## config.mk

```make
export PLATFORM = sky130hd
export DESIGN_NAME = programmable_sequence_generator_flat
export DESIGN_NICKNAME = d
export VERILOG_FILES = /design/src/rtl/programmable_sequence_generator_pkg.sv /design/src/rtl/programmable_sequence_generator_if.sv /design/src/rtl/programmable_sequence_generator_counter.sv /design/src/rtl/programmable_sequence_generator.sv /design/src/flat_wrapper.sv
export SDC_FILE = /design/constraint.sdc
export NUM_CORES = 1
export LEC_CHECK = 0
export CORE_UTILIZATION = 48
export DETAILED_ROUTE_END_ITERATION = 8
export PLACE_DENSITY = 0.75
export SETUP_SLACK_MARGIN = 0.15
export SYNTH_ARGS = -nofsm -noshare
export SYNTH_HDL_FRONTEND = slang
export SYNTH_HIERARCHICAL = 1
export SYNTH_SLANG_ARGS = --single-unit
```

## constraint.sdc

```tcl
create_clock -name clock -period 2.55 [get_ports clock]
set_clock_uncertainty 0.15 [all_clocks]
set_input_delay 0.51 -clock clock [delete_from_list [all_inputs] [get_ports clock]]
set_output_delay 0.51 -clock clock [all_outputs]
set_load 0.005 [all_outputs]
```

## src/rtl/programmable_sequence_generator_pkg.sv

```systemverilog
// Shared definitions for the programmable sequence generator:
// FSM state encoding and the configuration field widths.
package programmable_sequence_generator_pkg;

  typedef enum logic [1:0] {
    IDLE = 2'b00,
    SEND = 2'b01,
    DONE = 2'b10
  } state_t;

  localparam int PATTERN_W = 8;
  localparam int LEN_W     = 3;
  localparam int REP_W     = 4;

endpackage

```

## src/rtl/programmable_sequence_generator_if.sv

```systemverilog
// Control and status bundle of the sequence generator.
// The master side configures and starts a run; the slave side is the generator.
interface programmable_sequence_generator_if;
  import programmable_sequence_generator_pkg::*;

  logic                 load;
  logic [PATTERN_W-1:0] pattern_in;
  logic [LEN_W-1:0]     length_in;
  logic [REP_W-1:0]     repeat_in;
  logic                 start;
  logic                 abort;
  logic                 serial_out;
  logic                 valid;
  logic                 busy;
  logic                 done;

  modport master (
    output load, pattern_in, length_in, repeat_in, start, abort,
    input  serial_out, valid, busy, done
  );

  modport slave (
    input  load, pattern_in, length_in, repeat_in, start, abort,
    output serial_out, valid, busy, done
  );

endinterface

```

## src/rtl/programmable_sequence_generator_counter.sv

```systemverilog
// Up-counter with enable and synchronous active-low clear.
// Clear together with enable loads 1, so a count can restart on the same
// edge that consumes its first step.
module programmable_sequence_generator_counter #(
  parameter int WIDTH = 4
) (
  input  logic             clock,
  input  logic             resetnot,
  input  logic             clear_n,
  input  logic             enable,
  output logic [WIDTH-1:0] count
);

  logic [WIDTH-1:0] count_reg;

  // Count register: async reset, sync clear (restart at 1 when enabled), else step.
  always_ff @(posedge clock or negedge resetnot) begin
    if (!resetnot) begin
      count_reg <= '0;
    end else if (!clear_n) begin
      count_reg <= enable ? WIDTH'(1) : '0;
    end else if (enable) begin
      count_reg <= count_reg + WIDTH'(1);
    end
  end

  assign count = count_reg;

endmodule

```

## src/rtl/programmable_sequence_generator.sv

```systemverilog
// Serialises a stored 1..8 bit pattern MSB-first, repeated 1..16 times
// back-to-back. All outputs are registered; the first bit appears on the
// same edge that samples start.
module programmable_sequence_generator (
  input  logic                              clock,
  input  logic                              resetnot,
  programmable_sequence_generator_if.slave  bus
);
  import programmable_sequence_generator_pkg::*;

  state_t               state_reg;
  state_t               state_next;

  logic [PATTERN_W-1:0] pattern_reg;
  logic [LEN_W-1:0]     length_reg;
  logic [REP_W-1:0]     repeat_reg;

  // bit_cnt: bits already sent in the current pass (1..8).
  // pass_cnt: pass currently being sent (1..16).
  logic [LEN_W:0]       bit_cnt;
  logic [REP_W:0]       pass_cnt;

  logic                 serial_out_reg, valid_reg, busy_reg, done_reg;
  logic                 serial_out_next, valid_next, busy_next, done_next;

  logic                 load_go, start_go, send_run;
  logic                 bit_last, pass_last, pass_wrap, bit_step;
  logic [PATTERN_W-1:0] eff_pattern;
  logic [LEN_W-1:0]     eff_length;
  logic [LEN_W-1:0]     bit_sel;

  // Load and start only matter in IDLE; a simultaneous load feeds the new run directly.
  assign load_go     = (state_reg == IDLE) && bus.load;
  assign start_go    = (state_reg == IDLE) && bus.start;
  assign eff_pattern = load_go ? bus.pattern_in : pattern_reg;
  assign eff_length  = load_go ? bus.length_in  : length_reg;

  assign send_run  = (state_reg == SEND) && !bus.abort;
  assign bit_last  = (bit_cnt  == ({1'b0, length_reg} + 4'd1));
  assign pass_last = (pass_cnt == ({1'b0, repeat_reg} + 5'd1));
  assign pass_wrap = send_run && bit_last && !pass_last;
  assign bit_step  = send_run && !bit_last;

  // First bit of a pass is pattern[length]; later bits walk down from there.
  assign bit_sel = (start_go || pass_wrap) ? eff_length
                                           : (length_reg - bit_cnt[LEN_W-1:0]);

  programmable_sequence_generator_counter #(.WIDTH(LEN_W + 1)) u_bit_counter (
    .clock    (clock),
    .resetnot (resetnot),
    .clear_n  (!(start_go || pass_wrap)),
    .enable   (start_go || pass_wrap || bit_step),
    .count    (bit_cnt)
  );

  programmable_sequence_generator_counter #(.WIDTH(REP_W + 1)) u_pass_counter (
    .clock    (clock),
    .resetnot (resetnot),
    .clear_n  (!start_go),
    .enable   (start_go || pass_wrap),
    .count    (pass_cnt)
  );

  // Configuration capture, accepted in IDLE only.
  always_ff @(posedge clock or negedge resetnot) begin
    if (!resetnot) begin
      pattern_reg <= '0;
      length_reg  <= '0;
      repeat_reg  <= '0;
    end else if (load_go) begin
      pattern_reg <= bus.pattern_in;
      length_reg  <= bus.length_in;
      repeat_reg  <= bus.repeat_in;
    end
  end

  // State and output registers.
  always_ff @(posedge clock or negedge resetnot) begin
    if (!resetnot) begin
      state_reg      <= IDLE;
      serial_out_reg <= 1'b0;
      valid_reg      <= 1'b0;
      busy_reg       <= 1'b0;
      done_reg       <= 1'b0;
    end else begin
      state_reg      <= state_next;
      serial_out_reg <= serial_out_next;
      valid_reg      <= valid_next;
      busy_reg       <= busy_next;
      done_reg       <= done_next;
    end
  end

  // Next-state logic: abort beats the final bit, DONE lasts one cycle.
  always_comb begin
    state_next = state_reg;
    case (state_reg)
      IDLE: if (bus.start) state_next = SEND;
      SEND: begin
        if (bus.abort)                  state_next = IDLE;
        else if (bit_last && pass_last) state_next = DONE;
      end
      DONE:    state_next = IDLE;
      default: state_next = IDLE;
    endcase
  end

  // Output values for the coming cycle, decoded from the state being entered.
  always_comb begin
    serial_out_next = 1'b0;
    valid_next      = 1'b0;
    busy_next       = 1'b0;
    done_next       = 1'b0;
    case (state_next)
      SEND: begin
        serial_out_next = eff_pattern[bit_sel];
        valid_next      = 1'b1;
        busy_next       = 1'b1;
      end
      DONE:    done_next = 1'b1;
      default: ;
    endcase
  end

  assign bus.serial_out = serial_out_reg;
  assign bus.valid      = valid_reg;
  assign bus.busy       = busy_reg;
  assign bus.done       = done_reg;

endmodule

```

## src/flat_wrapper.sv

```systemverilog
// flat-port wrapper written by rule: the top's interface ports become plain ports
module programmable_sequence_generator_flat import programmable_sequence_generator_pkg::*;
  (clock, resetnot, bus_load, bus_pattern_in, bus_length_in, bus_repeat_in, bus_start, bus_abort, bus_serial_out, bus_valid, bus_busy, bus_done);
  programmable_sequence_generator_if bus_i ();
  input  logic clock;
  input  logic resetnot;
  input wire logic [$bits(bus_i.load)-1:0] bus_load;
  input wire logic [$bits(bus_i.pattern_in)-1:0] bus_pattern_in;
  input wire logic [$bits(bus_i.length_in)-1:0] bus_length_in;
  input wire logic [$bits(bus_i.repeat_in)-1:0] bus_repeat_in;
  input wire logic [$bits(bus_i.start)-1:0] bus_start;
  input wire logic [$bits(bus_i.abort)-1:0] bus_abort;
  output wire logic [$bits(bus_i.serial_out)-1:0] bus_serial_out;
  output wire logic [$bits(bus_i.valid)-1:0] bus_valid;
  output wire logic [$bits(bus_i.busy)-1:0] bus_busy;
  output wire logic [$bits(bus_i.done)-1:0] bus_done;
  assign bus_i.load = bus_load;
  assign bus_i.pattern_in = bus_pattern_in;
  assign bus_i.length_in = bus_length_in;
  assign bus_i.repeat_in = bus_repeat_in;
  assign bus_i.start = bus_start;
  assign bus_i.abort = bus_abort;
  assign bus_serial_out = bus_i.serial_out;
  assign bus_valid = bus_i.valid;
  assign bus_busy = bus_i.busy;
  assign bus_done = bus_i.done;
  programmable_sequence_generator u_core (.clock(clock), .resetnot(resetnot), .bus(bus_i));
endmodule
```

* Word level (Yosys, flattened, before mapping)
Index checks and enable logic that the tools add are counted.
Storage, ports and cells: bits in registers 29, word-level logic and storage cells 53, output and inout port bits 4
Cells by class: reductions and logical operators 15, eq/ne operators 5, multiplexer cells 18, magnitude comparators 1, add/subtract/negate cells 5
Operators with widths (count):
- two-way mux 5 bit | 2
- two-way mux 4 bit | 2
- two-way mux 8 bit | 1
- logical AND 1 bit | 7
- two-way mux 1 bit | 6
- two-way mux 2 bit | 3
- two-way mux 3 bit | 2
- adder 4 x 1 -> 5 bit (second input constant) | 1
- adder 5 x 1 -> 5 bit (second input constant) | 1
- equality test 5 bit | 1
- adder 3 x 1 -> 4 bit (second input constant) | 1
- adder 4 x 1 -> 4 bit (second input constant) | 1
- equality test 2 x 1 -> 1 bit (second input constant) | 2
- equality test 4 bit | 1
- < comparator 3 x 4 -> 1 bit (second input constant) | 1
- one-hot mux 2 bit (2 select lines) | 1
- nonzero test 2 bit | 2
- binary-select mux 1 bit (select 3 bit) | 1
- zero test 1 bit | 3
- subtractor 3 bit | 1
- equality test 2 bit (second input constant) | 1
- zero test 2 bit | 1
- logical OR 1 bit | 2

* Logic depth before layout (Yosys ltp)
Gate-level depths: netlist of the first run.
word-level depth 9, gate-level depth with buffers 9

* By module
The synthesis of the first run kept the hierarchy.
Modules (own cells, without submodules):
- programmable_sequence_generator | area each 1204.9 µm², times used 1, cells each 107
- programmable_sequence_generator_counter (u_core.u_pass_counter) | area each 247.7 µm², times used 1, cells each 23
- programmable_sequence_generator_counter (u_core.u_bit_counter) | area each 191.4 µm², times used 1, cells each 17

* Least setup slack after synthesis of the first run
Ideal clock, no wire load.
path type flip-flop to flip-flop, start register u_core.length_reg[1], end register u_core.u_bit_counter.count_reg[2], in the netlist u_core/u_bit_counter/count[2], data arrival time 2320 ps, path buffers 0, clock period less this slack 2547 ps, stages on the path, launching flop included 10, setup slack 3 ps, cells stage by stage dfrtp_1 -> ha_1 -> xor2_1 -> or3_2 -> a211oi_1 -> nand2_1 -> a21oi_1 -> inv_1 -> a21bo_2 -> a21oi_1
On the way: word-level cells in the longest chain between the ends 7
Ends and longest elaborated chain:
- start, declared | RTL line programmable_sequence_generator.sv:15 | logic [LEN_W-1:0] length_reg;
- start signal, assigned | RTL line programmable_sequence_generator.sv:72 | length_reg <= bus.length_in;
- adder 3 x 1 -> 4 bit (*) | RTL line programmable_sequence_generator.sv:39 | assign bit_last = (bit_cnt == ({1'b0, length_reg} + 4'd1));
- equality test 4 bit (*) | RTL line programmable_sequence_generator.sv:39
- logical AND 1 bit (2 in series) | RTL line programmable_sequence_generator.sv:41 | assign pass_wrap = send_run && bit_last && !pass_last;
- logical OR 1 bit | RTL line programmable_sequence_generator.sv:51, programmable_sequence_generator.sv:52
- logical OR 1 bit | RTL line programmable_sequence_generator.sv:52 | .enable (start_go || pass_wrap || bit_step),
- nonzero test 2 bit (no line)
- end signal, assigned | RTL line programmable_sequence_generator_counter.sv:21 | count_reg <= enable ? WIDTH'(1) : '0;
- end signal, assigned | RTL line programmable_sequence_generator_counter.sv:23 | count_reg <= count_reg + WIDTH'(1);
- end, declared | RTL line programmable_sequence_generator_counter.sv:14 | logic [WIDTH-1:0] count_reg;
Mark *: on every way between the ends. The rest lies on a longest branch, timed or not. A chain may end at the register's enable or synchronous reset.

* Worst setup path after layout of the first run
start input bus_load, end register u_core.serial_out_reg, in the netlist u_core/bus.serial_out
On the way: word-level cells in the longest chain between the ends 6
Ends and longest elaborated chain:
- start, declared | RTL line flat_wrapper.sv:7 | input wire logic [$bits(bus_i.load)-1:0] bus_load;
- logical AND 1 bit | RTL line programmable_sequence_generator.sv:33 | assign load_go = (state_reg == IDLE) && bus.load;
- two-way mux 3 bit | RTL line programmable_sequence_generator.sv:36 | assign eff_length = load_go ? bus.length_in : length_reg;
- via u_core.eff_length[0] | RTL line programmable_sequence_generator.sv:29 | logic [LEN_W-1:0] eff_length;
- two-way mux 3 bit | RTL line programmable_sequence_generator.sv:45 | assign bit_sel = (start_go || pass_wrap) ? eff_length
- binary-select mux 1 bit (select 3 bit) | RTL line programmable_sequence_generator.sv:116 | serial_out_next = eff_pattern[bit_sel];
- two-way mux 1 bit (not written as such) | RTL line programmable_sequence_generator.sv:116
- two-way mux 1 bit | RTL line programmable_sequence_generator.sv:114 | case (state_next)
- via u_core.serial_out_next | RTL line programmable_sequence_generator.sv:24 | logic serial_out_next, valid_next, busy_next, done_next;
- end signal, assigned | RTL line programmable_sequence_generator.sv:87 | serial_out_reg <= serial_out_next;
- end, declared | RTL line programmable_sequence_generator.sv:23 | logic serial_out_reg, valid_reg, busy_reg, done_reg;
The timed path passes the listed nets, and every way through them passes these cells. The select of a mux whose other input is x is not followed.

==> results.toml, run 1 <==
[synthesis]
synth_ff_type = "dfrtp_1"
synth_top_area_cell = "dfrtp_1"
synth_area_leaders = "dfrtp_1 (44%), mux2_2 (8.2%), mux2i_1 (4.3%), xnor2_1 (4.3%), ha_1 (3.8%)"
synth_edf_count = 0
yosysTopAreaCellShare = 0.441
synth_seq_cells = 29
syn_inst = 147
ys_seq_area_frac = 0.441
ys_async_sr_fraction = 1.00
syn-num-nets = 173
avgSynthCellArea_um2 = 11.2
synth.distinct_cells = 39
yosysWarningCount = 6
synth_area_um2 = 1640

[die]
die_h_um = 60.5
initial_core_util = 0.521
ios = 24
num_rows = 20
die_area_um2 = 3660
die_w_um = 60.5
fp.coreArea_um2 = 3150

[timing]
worst_slew_pin_slew_ns = 0.370
rsz0062_at_grt = "true"
finalMaxSlewViolations = 0
hold_viol_final = 0
setup_ws_ns = 0.0881
period_share = 0.965
slew_headroom = 0.753
period_minus_slack_ns = 2.46
setup_viol = 0
fmax_mhz = 406

[clock_network]
clkSinkCount = 29
clkSlewWorstSetupHoldPaths_ns = 0.11
cts_made_buffers = 5
tritoncts = "built"
root_buffer = "clkbuf_4"
clock_latency_ns = 0.35
htreeDepth = 2
clock_path_buffers = 2

[critical_path]
critPathBufInv = 2
cp.depth = 9
cp-end-kind = "flop"
worst_r2r_path_depth = 10
crit_type = "primary input to flop"
cp.arrival_ns = 2.54
path_cells = "clkdlybuf4s50_1, nor3b_4, buf_4, nand2_1, o21ai_2, o21ai_1, or3_2, o2111ai_2, a41oi_2"
crit_required_ns = 2.63
critPathLaunchType = "primary input"
crit_path_top_delay_cell = "clkdlybuf4s50_1"
cpPeakStageDelay_ns = 0.47
path_max_fanout = 4
crit_family = "simple AND/OR/NAND/NOR gates"

[final_layout]
register_area_um2 = 726
layout.cells.non_filler = 241
drive_above_1_share = 0.355
antenna_cells = 0
largest_register_ffs = 8
multiInputGateArea_um2 = 937
area_growth_pct = 37.0
n_fill_cell = 234
nets = 222

[drt]
drtIter0Drc = 36
wl_per_cell_um = 16.1
via_per_inst = 5.53
antenna_left = 0
firstDrtPassIters = 4
post-route-drc-count = 0
routed-via-count = 1333
wl_um = 3880

[power]
combinationalPowerShare = 0.501
p_per_area_nw_per_um2 = 979
p_leak_nw = 0.985
clkPwrFrac = 0.186
intPower_mw = 1.38
swShare = 0.376
switching_power_mw = 0.829
max-vdd-ir-drop_uv = 400
power_frac_seq = 0.313

[placed_design]
io_buffers = 23
gp_congestion = 0.841
dp_slack_ns = -0.386
dp_hpwl_um = 2590
dp.cells = 224

[grt]
grt_max_degree = 30
grt.total_usage = 0.221
grt_pass1_wl_um = 5730
grt_overflow = 0
antenna_found_initial = 0
first_global_vias = 1341

[job]
cap_violations = 0

[min_path]
holdCritPathClass = "flop to flop"
hold_path_depth = 2

[run_status]
status = "completed"
-- kinds of logic (layout without fill, tap and decap cells) --
family,count (synthesis),after routing,share of synthesized area
adder cells (fa/ha/maj),6,6,0.0502
flip-flops,29,29,0.441
AND/OR/NAND/NOR,39,39,0.143
XOR/XNOR,13,13,0.0693
multiplexers,19,19,0.125
AO/OA/AOI/OAI,26,26,0.129
buffers and inverters,15,65,0.0419
-- power by group through the flow --
stage	sequential [mW]	combinational, mW	clock [mW]
final	0.690	1.11	0.409
after floorplan	0.670	0.655	0
after global routing	0.704	1.19	0.439
after global placement	0.688	0.855	0
after CTS	0.691	0.986	0.417
after detailed placement	0.697	0.897	0
-- through the flow --
step / util / hold slack, ns / cell area, um2 / power [mW] / setup TNS, ns
CTS: 0.690 / 0.339 / 2180 / 2.09 / 0
global placement: 0.638 / 0.310 / 2010 / 1.54 / -0.785
floorplan: - / 0.0644 / 1650 / 1.33 / 0
detailed placement: 0.638 / 0.313 / 2010 / 1.59 / -1.18
global route: 0.714 / 0.376 / 2250 / 2.33 / 0
finish: 0.714 / 0.342 / 2250 / 2.20 / 0
-- routing by layer --
metal  track usage  part of all wire
met4         0.120             0.038
met2         0.383              0.52
met5             0                 0
met3        0.0661             0.049
met1         0.242              0.40
-- cell usage in the layout (no fill, tap or decap), types with 2 or more instances in the layout --
cell type | Yosys | final
dfrtp_1 | 29 | 29
clkdlybuf4s50_1 | 0 | 22
buf_4 | 1 | 21
mux2_2 | 12 | 12
inv_1 | 12 | 10
xnor2_1 | 8 | 8
nand2_1 | 8 | 8
mux2i_1 | 7 | 7
nor2_1 | 7 | 6
clkbuf_4 | 0 | 5
xor2_1 | 5 | 5
nand4_1 | 5 | 5
nand3b_1 | 3 | 3
o21ai_1 | 0 | 3
o2111ai_2 | 0 | 3
ha_1 | 5 | 3
nand2b_1 | 3 | 3
nand3_1 | 2 | 2
a21bo_2 | 2 | 2
or3_4 | 1 | 2
nor3b_1 | 2 | 2
a21oi_2 | 2 | 2
a21oi_4 | 0 | 2
or3_2 | 3 | 2
o21bai_1 | 2 | 2
-- worst min-delay path, stage by stage (launching register included) --
cell,delay [ns]
dfrtp_1,0.33
mux2i_1,0.06
inv_1,0.07
-- timing repair --
| item | 4_1_cts | 5_1_grt |
|---|---|---|
| resized for setup | 12 | 11 |
| hold buffers | 0 | 0 |
| pin swaps | 7 | 9 |
| setup endpoints to repair | 5 | 5 |
| setup buffers | 5 | 4 |
| hold endpoints to repair | 0 | 0 |
-- synthesized netlist by cell type (2+ instances only) --
cell type,n
a211oi_1,2
mux2_2,12
nand2b_1,3
nand4_1,5
dfrtp_1,29
o21ai_0,4
o21bai_1,2
nand3b_1,3
nand2_1,8
a21bo_2,2
ha_1,5
a21oi_2,2
a21oi_1,3
nor3b_1,2
or3_2,3
xor2_1,5
inv_1,12
nor2_1,7
o2111ai_1,4
mux2i_1,7
nand3_1,2
xnor2_1,8
-- final timing paths --
check,slack [ns],start,to
setup / recovery,0.09,bus_load,u_core/bus.serial_out$_DFF_PN0_
hold / removal,0.34,u_core/pattern_reg[1]$_DFF_PN0_,u_core/pattern_reg[1]$_DFF_PN0_
setup reg to reg,0.11,u_core/length_reg[0]$_DFF_PN0_,u_core/bus.serial_out$_DFF_PN0_
hold reg to reg,0.34,u_core/pattern_reg[1]$_DFF_PN0_,u_core/pattern_reg[1]$_DFF_PN0_
max in group asynchronous,1.57,resetnot,u_core/u_bit_counter/count[1]$_DFFE_PN0P_
min in group asynchronous,0.38,resetnot,u_core/pattern_reg[2]$_DFF_PN0_
-- final cells by class --
type                       instances  area share
inverter                          12      0.0211
clock inverter                     2      0.0167
multi-input combinational        103       0.416
timing repair buffer              45       0.177
sequential                        29       0.322
tap                               44      0.0244
clock buffer                       6      0.0228
Note: power is estimated with default switching activity, not from simulation.
==> inputs of run 2 (changes only) <==
--- a/config.mk
+++ b/config.mk
@@ -5,10 +5,12 @@
 export SDC_FILE = /design/constraint.sdc
 export NUM_CORES = 1
 export LEC_CHECK = 0
+export CAP_MARGIN = 5
 export CORE_UTILIZATION = 48
 export DETAILED_ROUTE_END_ITERATION = 8
 export PLACE_DENSITY = 0.75
 export SETUP_SLACK_MARGIN = 0.15
+export SKIP_CTS_REPAIR_TIMING = 1
 export SYNTH_ARGS = -nofsm -noshare
 export SYNTH_HDL_FRONTEND = slang
 export SYNTH_HIERARCHICAL = 1
==> constraint.sdc (replaced) <==
create_clock -name clock -period 2 [get_ports clock]
set_clock_uncertainty 0.15 [all_clocks]
set_input_delay 0.4 -clock clock [delete_from_list [all_inputs] [get_ports clock]]
set_output_delay 0.4 -clock clock [all_outputs]
set_load 0.005 [all_outputs]
==> run 2 against run 1 <==
  * The flow now finishes with violations (setup timing)
  * Setup slack got worse by 0.51 ns
  * Non-clock buffer count grew 14
  * First-iteration DRC count is 42% lower
  * Cell count rose by 5.8%
  * Power is 29% higher
  * Flip-flop and latch count is the same
  * Die area did not move
  * Largest power group unchanged
==> results.toml, run 2 (same netlist as run 1, synthesis figures left out) <==
[die]
die_area_um2 = 3660
ios = 24
fp.coreArea_um2 = 3150
die_w_um = 60.5
die_h_um = 60.5
initial_core_util = 0.521
num_rows = 20

[critical_path]
path_max_fanout = 3
reg2reg_to = "u_core/bus.serial_out$_DFF_PN0_"
r2r_setup_slack_ns = -0.42
r2r_start = "u_core/length_reg[1]$_DFF_PN0_"
cp-startpoint = "u_core/length_reg[1]$_DFF_PN0_"
crit_path_end = "u_core/bus.serial_out$_DFF_PN0_"
cp-end-kind = "flop"
critPathLaunchType = "flop"
crit_type = "flop to flop"
cp.arrival_ns = 2.54
worst_r2r_path_depth = 8
crit_required_ns = 2.12

[final_layout]
final_common_cell = "buf_4"
register_area_um2 = 728
drive_above_1_share = 0.455
largest_register_ffs = 8
area_growth_pct = 45.0
final_cell_mix = "buf_4 (33), dfrtp_1 (27), clkdlybuf4s50_1 (22)"
n_fill_cell = 210
multiInputGateArea_um2 = 982
antenna_cells = 0
nets = 236

[timing]
setup_ws_ns = -0.419
fmax_mhz = 413
slew_headroom = 0.717
hold_viol_final = 0
setup_tns_ns = -3.51
period_share = 1.21
rsz0062_at_grt = "true"
period_minus_slack_ns = 2.42
finalMaxSlewViolations = 0
worst_slew_pin_slew_ns = 0.422
setup_viol = 14

[run_status]
status = "complete, but fails checks"
violations = "setup timing"

[drt]
routed-via-count = 1384
wl_um = 4090
firstDrtPassIters = 4
via_per_inst = 5.43
post-route-drc-count = 0
wl_per_cell_um = 16.0
drtIter0Drc = 21
antenna_left = 0

[grt]
grt_max_degree = 30
grt_pass1_wl_um = 5870
first_global_vias = 1395
grt.total_usage = 0.223
grt_overflow = 0
antenna_found_initial = 0

[min_path]
holdCritPathClass = "primary input to asynchronous set/reset pin"

[clock_network]
clock_path_buffers = 2
tritoncts = "built"
htreeDepth = 2
cts_made_buffers = 5
clock_latency_ns = 0.34
clkSlewWorstSetupHoldPaths_ns = 0.10
root_buffer = "clkbuf_4"
clkSinkCount = 29

[power]
finalPower_mw = 2.85
p_leak_nw = 1.05
p_per_area_nw_per_um2 = 1190
max-vdd-ir-drop_uv = 683

[placed_design]
gp_congestion = 0.861
io_buffers = 23
dp_hpwl_um = 2760

[job]
cap_violations = 0
==> run 2: worst min path at each step <==
stage / end / slack, ns / start / cells after the start
2_1_floorplan: u_core/bus.busy$_DFF_PN0_ / -0.05 / resetnot / 0
3_3_place_gp: u_core/pattern_reg[1]$_DFF_PN0_ / 0.31 / u_core/pattern_reg[1]$_DFF_PN0_ / 2
3_5_place_dp: u_core/pattern_reg[1]$_DFF_PN0_ / 0.33 / u_core/pattern_reg[1]$_DFF_PN0_ / 2
4_1_cts: u_core/pattern_reg[0]$_DFF_PN0_ / 0.28 / resetnot / 2
5_1_grt: u_core/pattern_reg[7]$_DFF_PN0_ / 0.30 / resetnot / 2
6_report: u_core/pattern_reg[0]$_DFF_PN0_ / 0.28 / resetnot / 2
==> run 2: routing by layer <==
metal,up-vias,share of wire,GRT usage
met5,-,0,0
met4,0,0.032,0.107
met3,13,0.042,0.0682
met2,33,0.54,0.405
met1,687,0.38,0.235
li1,651,-,-
==> run 2: worst max-delay path, cell delays in order, from the launching register on <==
cell,delay [ns]
dfrtp_2,0.44
ha_4,0.26
xor2_2,0.14
or3_4,0.41
a21o_1,0.21
o211ai_2,0.23
o21a_1,0.22
o2111ai_2,0.12
a41oi_2,0.17
==> run 2: where the power goes <==
group | switching [mW] | leakage [nW] | internal (mW)
logic | 0.789 | 0.663 | 0.855
clock network | 0.215 | 0.0310 | 0.132
registers | 0.114 | 0.358 | 0.743
total | 1.12 | 1.05 | 1.73
==> run 2: cell type report <==
class,instances,area share
Inverter,12,0.0205
Tap cell,44,0.0231
Clock buffer,5,0.0157
Timing Repair Buffer,59,0.216
Sequential cell,29,0.306
Multi-Input combinational cell,103,0.412
Clock inverter,3,0.00735
==> run 2: per-stage QoR <==
step                hold slack (ns)  cell area, um2  utilization  worst slack (ns)  cells
floorplan                   -0.0456            1710            -            -0.265    147
global placement              0.314            2200        0.697            -0.690    242
detailed placement            0.326            2200        0.697            -0.836    242
CTS                           0.277            2250        0.714            -0.472    250
global route                  0.304            2380        0.756            -0.521    255
finish                        0.283            2380        0.756            -0.419    255
==> inputs of run 3 (changes only) <==
--- a/config.mk
+++ b/config.mk
@@ -9,7 +9,7 @@
 export CORE_UTILIZATION = 48
 export DETAILED_ROUTE_END_ITERATION = 8
 export PLACE_DENSITY = 0.75
-export SETUP_SLACK_MARGIN = 0.15
+export SETUP_SLACK_MARGIN = 0.3
 export SKIP_CTS_REPAIR_TIMING = 1
 export SYNTH_ARGS = -nofsm -noshare
 export SYNTH_HDL_FRONTEND = slang
==> run 3 against run 2 <==
  * The run still ends with setup timing left
  * Clock power rose by 49%
  * Wire length decreased by 3.3%
  * Global-route usage up 1.3 points
  * Combinational power decreased by 5%
  * Sequential power is essentially flat
  * Setup slack got worse by 0.032 ns
  * Critical path depth up 1
  * Fmax fell by 1.3%
  * Clock-buffer cell count rose by 1
  * Power increased by 2.8%
==> results.toml, run 3 (same netlist as run 1, synthesis figures left out) <==
[critical_path]
crit_type = "flop to flop"
cp.arrival_ns = 2.51
crit_path_top_delay_cell = "dfrtp_2"
cpPeakStageDelay_ns = 0.46
path_max_fanout = 4
critPathLaunchType = "flop"
path_cells = "ha_4, xor2_2, or3_4, a21o_1, nor3_4, buf_4, o21bai_1, o2111ai_2, a41oi_2"
crit_required_ns = 2.06
cp-end-kind = "flop"

[clock_network]
clkSlewWorstSetupHoldPaths_ns = 0.11
clock_latency_ns = 0.34
htreeDepth = 2
tritoncts = "built"
clkSinkCount = 29
root_buffer = "clkbuf_4"
cts_made_buffers = 5
clock_path_buffers = 2

[timing]
finalMaxSlewViolations = 0
setup_ws_ns = -0.450
rsz0062_at_grt = "true"
worst_slew_pin_slew_ns = 0.647
fmax_mhz = 408
period_minus_slack_ns = 2.45
hold_viol_final = 0
setup_viol = 14
whs_ns = 0.286
period_share = 1.23
slew_headroom = 0.564

[run_status]
violations = "setup timing"
status = "complete, but fails checks"

[power]
p_per_area_nw_per_um2 = 1230
finalPower_mw = 2.93
max-vdd-ir-drop_uv = 729
p_leak_nw = 1.10

[drt]
wl_um = 3960
wl_per_cell_um = 15.8
firstDrtPassIters = 5
routed-via-count = 1352
antenna_left = 0
via_per_inst = 5.41
post-route-drc-count = 0
drtIter0Drc = 32

[die]
num_rows = 20
fp.coreArea_um2 = 3150
ios = 24
initial_core_util = 0.521
die_w_um = 60.5
die_area_um2 = 3660
die_h_um = 60.5

[grt]
grt_overflow = 0
first_global_vias = 1414
grt_max_degree = 30
grt_pass1_wl_um = 6150
antenna_found_initial = 0
grt.total_usage = 0.236

[placed_design]
io_buffers = 23
gp_congestion = 0.889
dp_slack_ns = -0.832
dp_hpwl_um = 2830

[final_layout]
final_core_util = 0.754
antenna_cells = 0
largest_register_ffs = 8
final_common_cell = "buf_4"
drive_above_1_share = 0.422
final_cell_mix = "buf_4 (28), dfrtp_1 (27), clkdlybuf4s50_1 (18)"
area_growth_pct = 44.7
nets = 231

[job]
cap_violations = 0

[min_path]
holdCritPathClass = "primary input to asynchronous set/reset pin"
==> run 3: changes by cell type in the layout (fill, tap and decap cells not counted), sizes merged <==
cell / delta
clkinv: -2
bufinv: +1
dlymetal6s2s: +4
inv: +1
buf: -5
clkinvlp: -1
clkdlybuf4s50: -4
clkbuf: +1
==> run 3: worst paths after layout <==
check	from	endpoint	slack, ns	depth (start not counted)
worst max-delay path	u_core/length_reg[0]$_DFF_PN0_	u_core/bus.serial_out$_DFF_PN0_	-0.45	9
worst min-delay path	resetnot	u_core/u_pass_counter/count[4]$_DFFE_PN0P_	0.29	2
worst min register to register	u_core/pattern_reg[1]$_DFF_PN0_	u_core/pattern_reg[1]$_DFF_PN0_	0.34	2
worst max register to register	u_core/length_reg[0]$_DFF_PN0_	u_core/bus.serial_out$_DFF_PN0_	-0.45	9
min in group clock	u_core/pattern_reg[1]$_DFF_PN0_	u_core/pattern_reg[1]$_DFF_PN0_	0.34	2
max in group asynchronous	resetnot	u_core/u_bit_counter/count[3]$_DFFE_PN0P_	1.13	2
==> run 3: area by class of cell <==
cell class,count,area (um2)
inverters,12,45.0
fillers,212,774
flip-flops and latches,29,728
multi-input cells,103,975
clock inverters,2,37.5
well taps,44,55.1
repair buffers,54,487
clock buffers,6,51.3
==> run 3: critical path: cells and delay by family, from the launching register on <==
kind | cells | cell delay [ns]
flops | 1 | 0.46
buf+inv | 1 | 0.15
simple gates | 2 | 0.60
fa+ha+maj | 1 | 0.26
compound gates | 4 | 0.51
xor+xnor | 1 | 0.18
==> run 3: where the power goes <==
part | internal (mW) | switching, mW
clock network | 0.297 | 0.220
registers | 0.743 | 0.115
logic | 0.791 | 0.761
total | 1.83 | 1.10
==> run 3: per-stage QoR <==
stage               std cells  area (um2)  setup TNS, ns
global route              250        2380          -4.43
finish                    250        2380          -3.40
global placement          241        2190          -5.62
CTS                       249        2280          -3.51
detailed placement        241        2190          -6.62
floorplan                 147        1710          -1.34
==> run 3: layer usage <==
layer  GRT usage  wire length (um)  share of wire
met4       0.123                89          0.022
met2       0.422              2110           0.53
met1       0.253              1600           0.40
met3      0.0682               158          0.040
met5           0                 0              0
